$ cat src/rtl/kd_tree_root_ctrl.sv
// Bring-up sequencer above the kd-tree root: reset, center fill, sort-axis config.
// Optional per-phase watchdog enabled by defining KD_ROOT_CTRL_TIMEOUT_EN.
module kd_tree_root_ctrl #(
  parameter int DATA_W      = 24,
  parameter int CMD_W       = 5,
  parameter int NUM_CENTERS = 7,
  parameter int CNT_W       = 4,
  parameter int TIMEOUT     = 1023
) (
  input  logic              clk,
  input  logic              rst,
  input  logic              start,
  input  logic [1:0]        sort_axis,
  input  logic [DATA_W-1:0] center_data,
  input  logic              center_valid,
  output logic              center_ready,
  output logic [CMD_W-1:0]  cmd_to_root,
  output logic [DATA_W-1:0] data_to_root,
  input  logic [CMD_W-1:0]  cmd_from_root,
  output logic              busy,
  output logic              done,
  output logic              error,
  output logic [1:0]        err_code,
  output logic [CNT_W-1:0]  fill_count
);

  localparam logic [CMD_W-1:0] CMD_NOP       = CMD_W'(5'b00000);
  localparam logic [CMD_W-1:0] CMD_RST       = CMD_W'(5'b11111);
  localparam logic [CMD_W-1:0] CMD_RST_DONE  = CMD_W'(5'b11110);
  localparam logic [CMD_W-1:0] CMD_FILL      = CMD_W'(5'b00001);
  localparam logic [CMD_W-1:0] CMD_FILL_DONE = CMD_W'(5'b00101);
  localparam logic [CMD_W-1:0] CMD_AXIS      = CMD_W'(5'b00010);
  localparam logic [CMD_W-1:0] CMD_AXIS_DONE = CMD_W'(5'b00111);
  localparam logic [CNT_W-1:0] FILL_TARGET   = CNT_W'(NUM_CENTERS);

  typedef enum logic [2:0] {
    S_IDLE, S_RST, S_FILL, S_AXIS, S_DONE, S_ERR
  } state_t;

  state_t            state_q, state_d;
  logic [CMD_W-1:0]  cmd_q, cmd_d;
  logic [DATA_W-1:0] data_q, data_d;
  logic              busy_q, busy_d;
  logic              done_q, done_d;
  logic              error_q, error_d;
  logic [1:0]        err_q, err_d;
  logic [CNT_W-1:0]  fill_q, fill_d;
  logic [1:0]        axis_q, axis_d;
  logic              handshake;

  assign center_ready = (state_q == S_FILL) && (fill_q < FILL_TARGET);
  assign handshake    = center_ready && center_valid;

`ifdef KD_ROOT_CTRL_TIMEOUT_EN
  localparam int TMO_W = $clog2(TIMEOUT + 1);
  logic [TMO_W-1:0] tmo_q, tmo_d;
  logic             tmo_expired;
  assign tmo_expired = (tmo_q == TMO_W'(TIMEOUT - 1));
`else
  logic unused_timeout;
  assign unused_timeout = ^32'(TIMEOUT);
`endif

  always_comb begin
    state_d = state_q;
    cmd_d   = CMD_NOP;
    data_d  = '0;
    done_d  = 1'b0;
    err_d   = err_q;
    fill_d  = fill_q;
    axis_d  = axis_q;

    unique case (state_q)
      S_RST: begin
        if (cmd_from_root == CMD_RST_DONE) begin
          state_d = S_FILL;
        end else begin
          cmd_d = CMD_RST;
        end
      end
      S_FILL: begin
        if (handshake) begin
          fill_d = fill_q + 1'b1;
          cmd_d  = CMD_FILL;
          data_d = center_data;
        end else if (fill_q == FILL_TARGET) begin
          cmd_d = CMD_FILL;
        end
        if (cmd_from_root == CMD_FILL_DONE) begin
          if (fill_q < FILL_TARGET) begin
            state_d = S_ERR;
            err_d   = 2'd1;
            cmd_d   = CMD_NOP;
            data_d  = '0;
          end else begin
            state_d = S_AXIS;
            cmd_d   = CMD_AXIS;
            data_d  = DATA_W'(axis_q);
          end
        end
      end
      S_AXIS: begin
        if (cmd_from_root == CMD_AXIS_DONE) begin
          state_d = S_DONE;
          done_d  = 1'b1;
        end else begin
          cmd_d  = CMD_AXIS;
          data_d = DATA_W'(axis_q);
        end
      end
      default: begin
        if (start) begin
          state_d = S_RST;
          cmd_d   = CMD_RST;
          err_d   = 2'd0;
          fill_d  = '0;
          axis_d  = sort_axis;
        end
      end
    endcase

`ifdef KD_ROOT_CTRL_TIMEOUT_EN
    // A completion code already moved the state this cycle, so it beats the watchdog.
    tmo_d = (state_d != state_q) ? '0 : tmo_q + 1'b1;
    if ((state_q == S_RST || state_q == S_FILL || state_q == S_AXIS) &&
        state_d == state_q && tmo_expired) begin
      state_d = S_ERR;
      err_d   = 2'd2;
      cmd_d   = CMD_NOP;
      data_d  = '0;
    end
`endif

    busy_d  = (state_d == S_RST) || (state_d == S_FILL) || (state_d == S_AXIS);
    error_d = (state_d == S_ERR);
  end

  always_ff @(posedge clk or posedge rst) begin
    if (rst) begin
      state_q <= S_IDLE;
      cmd_q   <= CMD_NOP;
      data_q  <= '0;
      busy_q  <= 1'b0;
      done_q  <= 1'b0;
      error_q <= 1'b0;
      err_q   <= 2'd0;
      fill_q  <= '0;
      axis_q  <= 2'd0;
    end else begin
      state_q <= state_d;
      cmd_q   <= cmd_d;
      data_q  <= data_d;
      busy_q  <= busy_d;
      done_q  <= done_d;
      error_q <= error_d;
      err_q   <= err_d;
      fill_q  <= fill_d;
      axis_q  <= axis_d;
    end
  end

`ifdef KD_ROOT_CTRL_TIMEOUT_EN
  always_ff @(posedge clk or posedge rst) begin
    if (rst) begin
      tmo_q <= '0;
    end else begin
      tmo_q <= tmo_d;
    end
  end
`endif

  assign cmd_to_root  = cmd_q;
  assign data_to_root = data_q;
  assign busy         = busy_q;
  assign done         = done_q;
  assign error        = error_q;
  assign err_code     = err_q;
  assign fill_count   = fill_q;

endmodule

$ cat config.mk
export PLATFORM = sky130hd
export DESIGN_NAME = kd_tree_root_ctrl
export DESIGN_NICKNAME = d
export VERILOG_FILES = /design/src/rtl/kd_tree_root_ctrl.sv
export SDC_FILE = /design/constraint.sdc
export NUM_CORES = 1
export LEC_CHECK = 0
export BUFFER_PORTS_ARGS = -buffer_cell sky130_fd_sc_hd__buf_2
export CORE_MARGIN = 10
export CORE_UTILIZATION = 30
export DETAILED_ROUTE_END_ITERATION = 10
export PLACE_DENSITY = 0.61
export SLEW_MARGIN = 20
export SYNTH_ARGS = -nofsm -noshare
export SYNTH_HDL_FRONTEND = slang
export SYNTH_SLANG_ARGS = --single-unit
$ cat constraint.sdc
create_clock -name clk -period 1.7 [get_ports clk]
set_clock_uncertainty 0.05 [all_clocks]
set_input_delay 0.255 -clock clk [delete_from_list [all_inputs] [get_ports clk]]
set_output_delay 0.255 -clock clk [all_outputs]
set_load 0.01 [all_outputs]
==> results.md <==
Status:
- The flow ran to the end, but the final reports show violations.
- The checks that failed: setup timing.

Routing:
- Wires add up to 4.41 mm.
- The met3 layer wire length in the routed design is 442 um.
- The average wire per standard cell is 14.9 um.
- The highest layer touched by signal routing is met4.
- The routed wire length on met2 is 2.08 mm.
- The initial detailed-routing violation count is 55.
- The detailed-routing wirelength on met1 is 1.86 mm.
- The post-detailed-route DRC marker count is 0.
- The count of nets left with antenna violations once routing finished came out at 0.
- The detail-routed via count per cell is 4.31.
- The via count is 1276.
- The first detailed-routing pass took 4 iterations.

Critical path:
- The top cell family by delay on the critical path is flip-flops.
- The peak per-stage delay on the critical path is 390 ps.
- The worst-path cell with the longest stage delay is sky130_fd_sc_hd__dfrtp_1.
- The required time of the critical path is 1390 ps.
- In this run the worst path has a maximum fanout of 3.
- Together, buffers and inverters on the worst path number 1.
- Data arrives at the worst endpoint at 1460 ps.
- The endpoint identified for the worst register-to-register timing path is data_to_root[1].
- Across all register-to-register paths, the minimum setup slack is 0 ps.
- The worst register-to-register path has a depth of 5.
- The worst setup path is launched from a flop.
- The startpoint of the most critical register-to-register path is fill_count[0].
- The critical path in this run is classified as flop to output port.
- The signal on the critical path passes through ha_2, a211o_4, nor2_4, buf_6.
- The type of element capturing the critical path is an output port.

Die:
- The die boundary width is 94.6 um.
- From bottom edge to top edge, the die measures 94.6 um.
- The floorplan step defined a die boundary enclosing 8950 um2.
- After floorplanning, the core was sized to cover 5440 um2.
- 74 I/O pins were placed.
- For this configuration, the core starts out at a cell density of 30.7%.
- After floorplanning, the core was divided into 27 placement rows.

Clocking:
- The later-pin clock latency in the skew report is 290 ps.
- Buffers inserted to repair hold after CTS numbered 0.
- The clock-pin slew of the registers on the worst-case setup and hold paths is 80 ps.
- Post-CTS timing repair inserted 0 buffers for setup.
- The cell sitting at the root of the clock tree is a sky130_fd_sc_hd__clkbuf_8.
- The total clock buffers created by CTS is 5.
- The clock passes through at most 2 buffers.
- The number of levels the H-tree was split into is 2.
- TritonCTS built the clock tree.
- CTS saw 40 sinks.

Finish:
- The area growth from synthesis to layout is 36.1%.
- The number of antenna diodes in the final layout is 0.
- The top cell types in the final layout, fill and taps aside, are sky130_fd_sc_hd__buf_2, sky130_fd_sc_hd__dfrtp_1, sky130_fd_sc_hd__nand2_1, sky130_fd_sc_hd__and2_2, sky130_fd_sc_hd__and2_1.
- The finished cells cover 2270 um2.
- The final net count is 259.
- The number of fill cells in the layout is 573.
- In the final layout, the multi-input gates occupy 634 um2.
- The most common library cell in the layout ignoring fill and taps is sky130_fd_sc_hd__buf_2.
- The core occupancy in the finished layout is 41.8%.
- The total area of sequential cells is 1000 um2.
- Of the cells placed in the final design, the portion with a size suffix greater than 1 is 52.2%.

STA:
- For this run, the top clock speed supported by timing is 0.565 GHz.
- The worst relative slew slack is 66.2%.
- The hold violation total from the final report is 0.
- The post-layout minimum cycle time is 1770 ps.
- Setup violations remaining at the end of the flow were counted as 1.
- The share of the clock period used by the worst path after layout is 104%.
- Setup repair after global routing could not meet its margin everywhere.
- The measured slew at the worst slew-check pin is 507 ps.
- The final worst setup slack is -70.0 ps.
- The final max-slew violation count is 0.

Placement:
- The final RePlAce weighted congestion is 0.788.
- Detailed placement finished with a half-perimeter wire length of 3.20 mm.
- The placed instances occupy a cell area of 2120 um2.
- The count of buffers from port buffering is 72.

Power:
- The worst supply voltage drop on vdd is 0.000561 V.
- Summed over all cells, the static leakage comes to 1.23 nW.
- For this design the ratio of total power to cell area is 1220 nW/um2.

Synth:
- Synthesis instantiated 37 different standard cells from the library.
- Summing every instance area after synthesis gives 1670 um2.
- The sequential-to-total area share from yosys stat is 59.9%.
- In the synthesized netlist the dominant register cell turns out to be sky130_fd_sc_hd__dfrtp_1.
- Each instance of the synthesized netlist takes up on average 11.8 um2.
- The cell count after synthesis is 141.
- The number of nets in the synthesized netlist is 177.
- The count of warnings emitted by yosys is 0.
- The share of flip-flops with an asynchronous set or reset is 100%.
- The register bit count reported by yosys is 40.
- The synthesized design contains 0 enable-type register cells.

GRT:
- Global routing finished with a remaining overflow of 0.
- Entering global routing, the biggest net connects 41 pins.
- The initial antenna violation count is 0.
- The via count of the first global-routing pass was 1304.
- For this run, the total global-route usage over all layers was measured as 9.48%.
- The global-route wire length before repair is 6.69 mm.

Hold path:
- The class of the tightest hold or removal check is input port to asynchronous set/reset pin.

Run:
- The tool flagged a number of max-cap violations equal to 0.
tightest hold or removal path, stage by stage:
cell                    delay (ps)
sky130_fd_sc_hd__buf_2         100
sky130_fd_sc_hd__inv_1          40
sky130_fd_sc_hd__buf_4         420
repair_timing:
item / CTS / global route
gates resized for setup: 5 / 9
setup endpoints to repair: 24 / 29
pin swaps: 1 / 5
cloned: 1 / 1
registers in the layout, indices dropped and copies added (netlist names):
signal	flops
axis_q	2
busy	1
cmd_to_root	3
data_to_root	24
done	1
err_code	1
error	1
fill_count	4
state_q	3
layer usage:
layer	GRT usage, %	up-vias
met5	0	-
met4	2.24	0
met3	4.84	5
met2	14.5	44
met1	11.7	596
li1	-	631
cells in the mapped netlist (all sizes together), types with 2 or more instances:
cell type,n,area share (%)
dfrtp,40,60
and2,23,9.7
nand2,13,2.9
nor2,8,1.8
a21oi,7,2.1
buf,6,3.4
inv,6,1.3
o21ai,4,1.2
a21o,3,1.3
a22o,3,1.6
o21a,3,1.3
nand2b,2,1.2
nand3,2,0.60
nor2b,2,0.75
logic make-up (layout without fill, tap and decap cells):
logic type | count (synthesis) | count (layout) | synth area share (%)
AO/OA/AOI/OAI | 26 | 26 | 11.1
adder cells (fa/ha/maj) | 1 | 1 | 0.749
buffers and inverters | 13 | 94 | 5.02
flip-flops | 40 | 40 | 59.9
multiplexers | 1 | 1 | 0.599
other | 1 | 1 | 0.225
AND/OR/NAND/NOR | 59 | 61 | 22.4
power by group:
group	switching (W)	internal (W)
Combinational	0.000468	0.000407
Sequential	0.000119	0.00112
Clock	0.000328	0.000330
Total	0.000915	0.00186
worst max-delay path by stage:
stage                             start          endpoint  slack, ps  cells past startpoint
after floorplan           fill_count[0]  data_to_root[10]        -60                      6
after global placement    fill_count[0]   data_to_root[4]         50                      5
after detailed placement  fill_count[0]   data_to_root[5]          4                      5
after CTS                 fill_count[0]      center_ready        -90                      4
after global routing      fill_count[0]   data_to_root[1]       -130                      5
final                     fill_count[0]      center_ready        -70                      4
through the flow:
stage	cells	setup slack, ps	hold slack [ps]	setup TNS, ps	total power, W
2_1_floorplan	141	-61.2	310	-1110	0.00177
3_3_place_gp	286	52.1	356	0	0.00208
3_5_place_dp	286	3.60	367	0	0.00209
4_1_cts	295	-89.8	37.8	-89.8	0.00279
5_1_grt	296	-133	82.2	-2270	0.00299
6_report	296	-70.0	26.7	-70.0	0.00277
area by class of cell:
type                    instances  area share [%]
flip-flops and latches         40            44.1
multi-input cells              90            27.9
repair buffers                 80            18.9
well taps                      72            3.96
clock buffers                   7            3.80
inverters                       6           0.991
clock inverters                 1           0.330
Power figures use the tool's default switching activity.
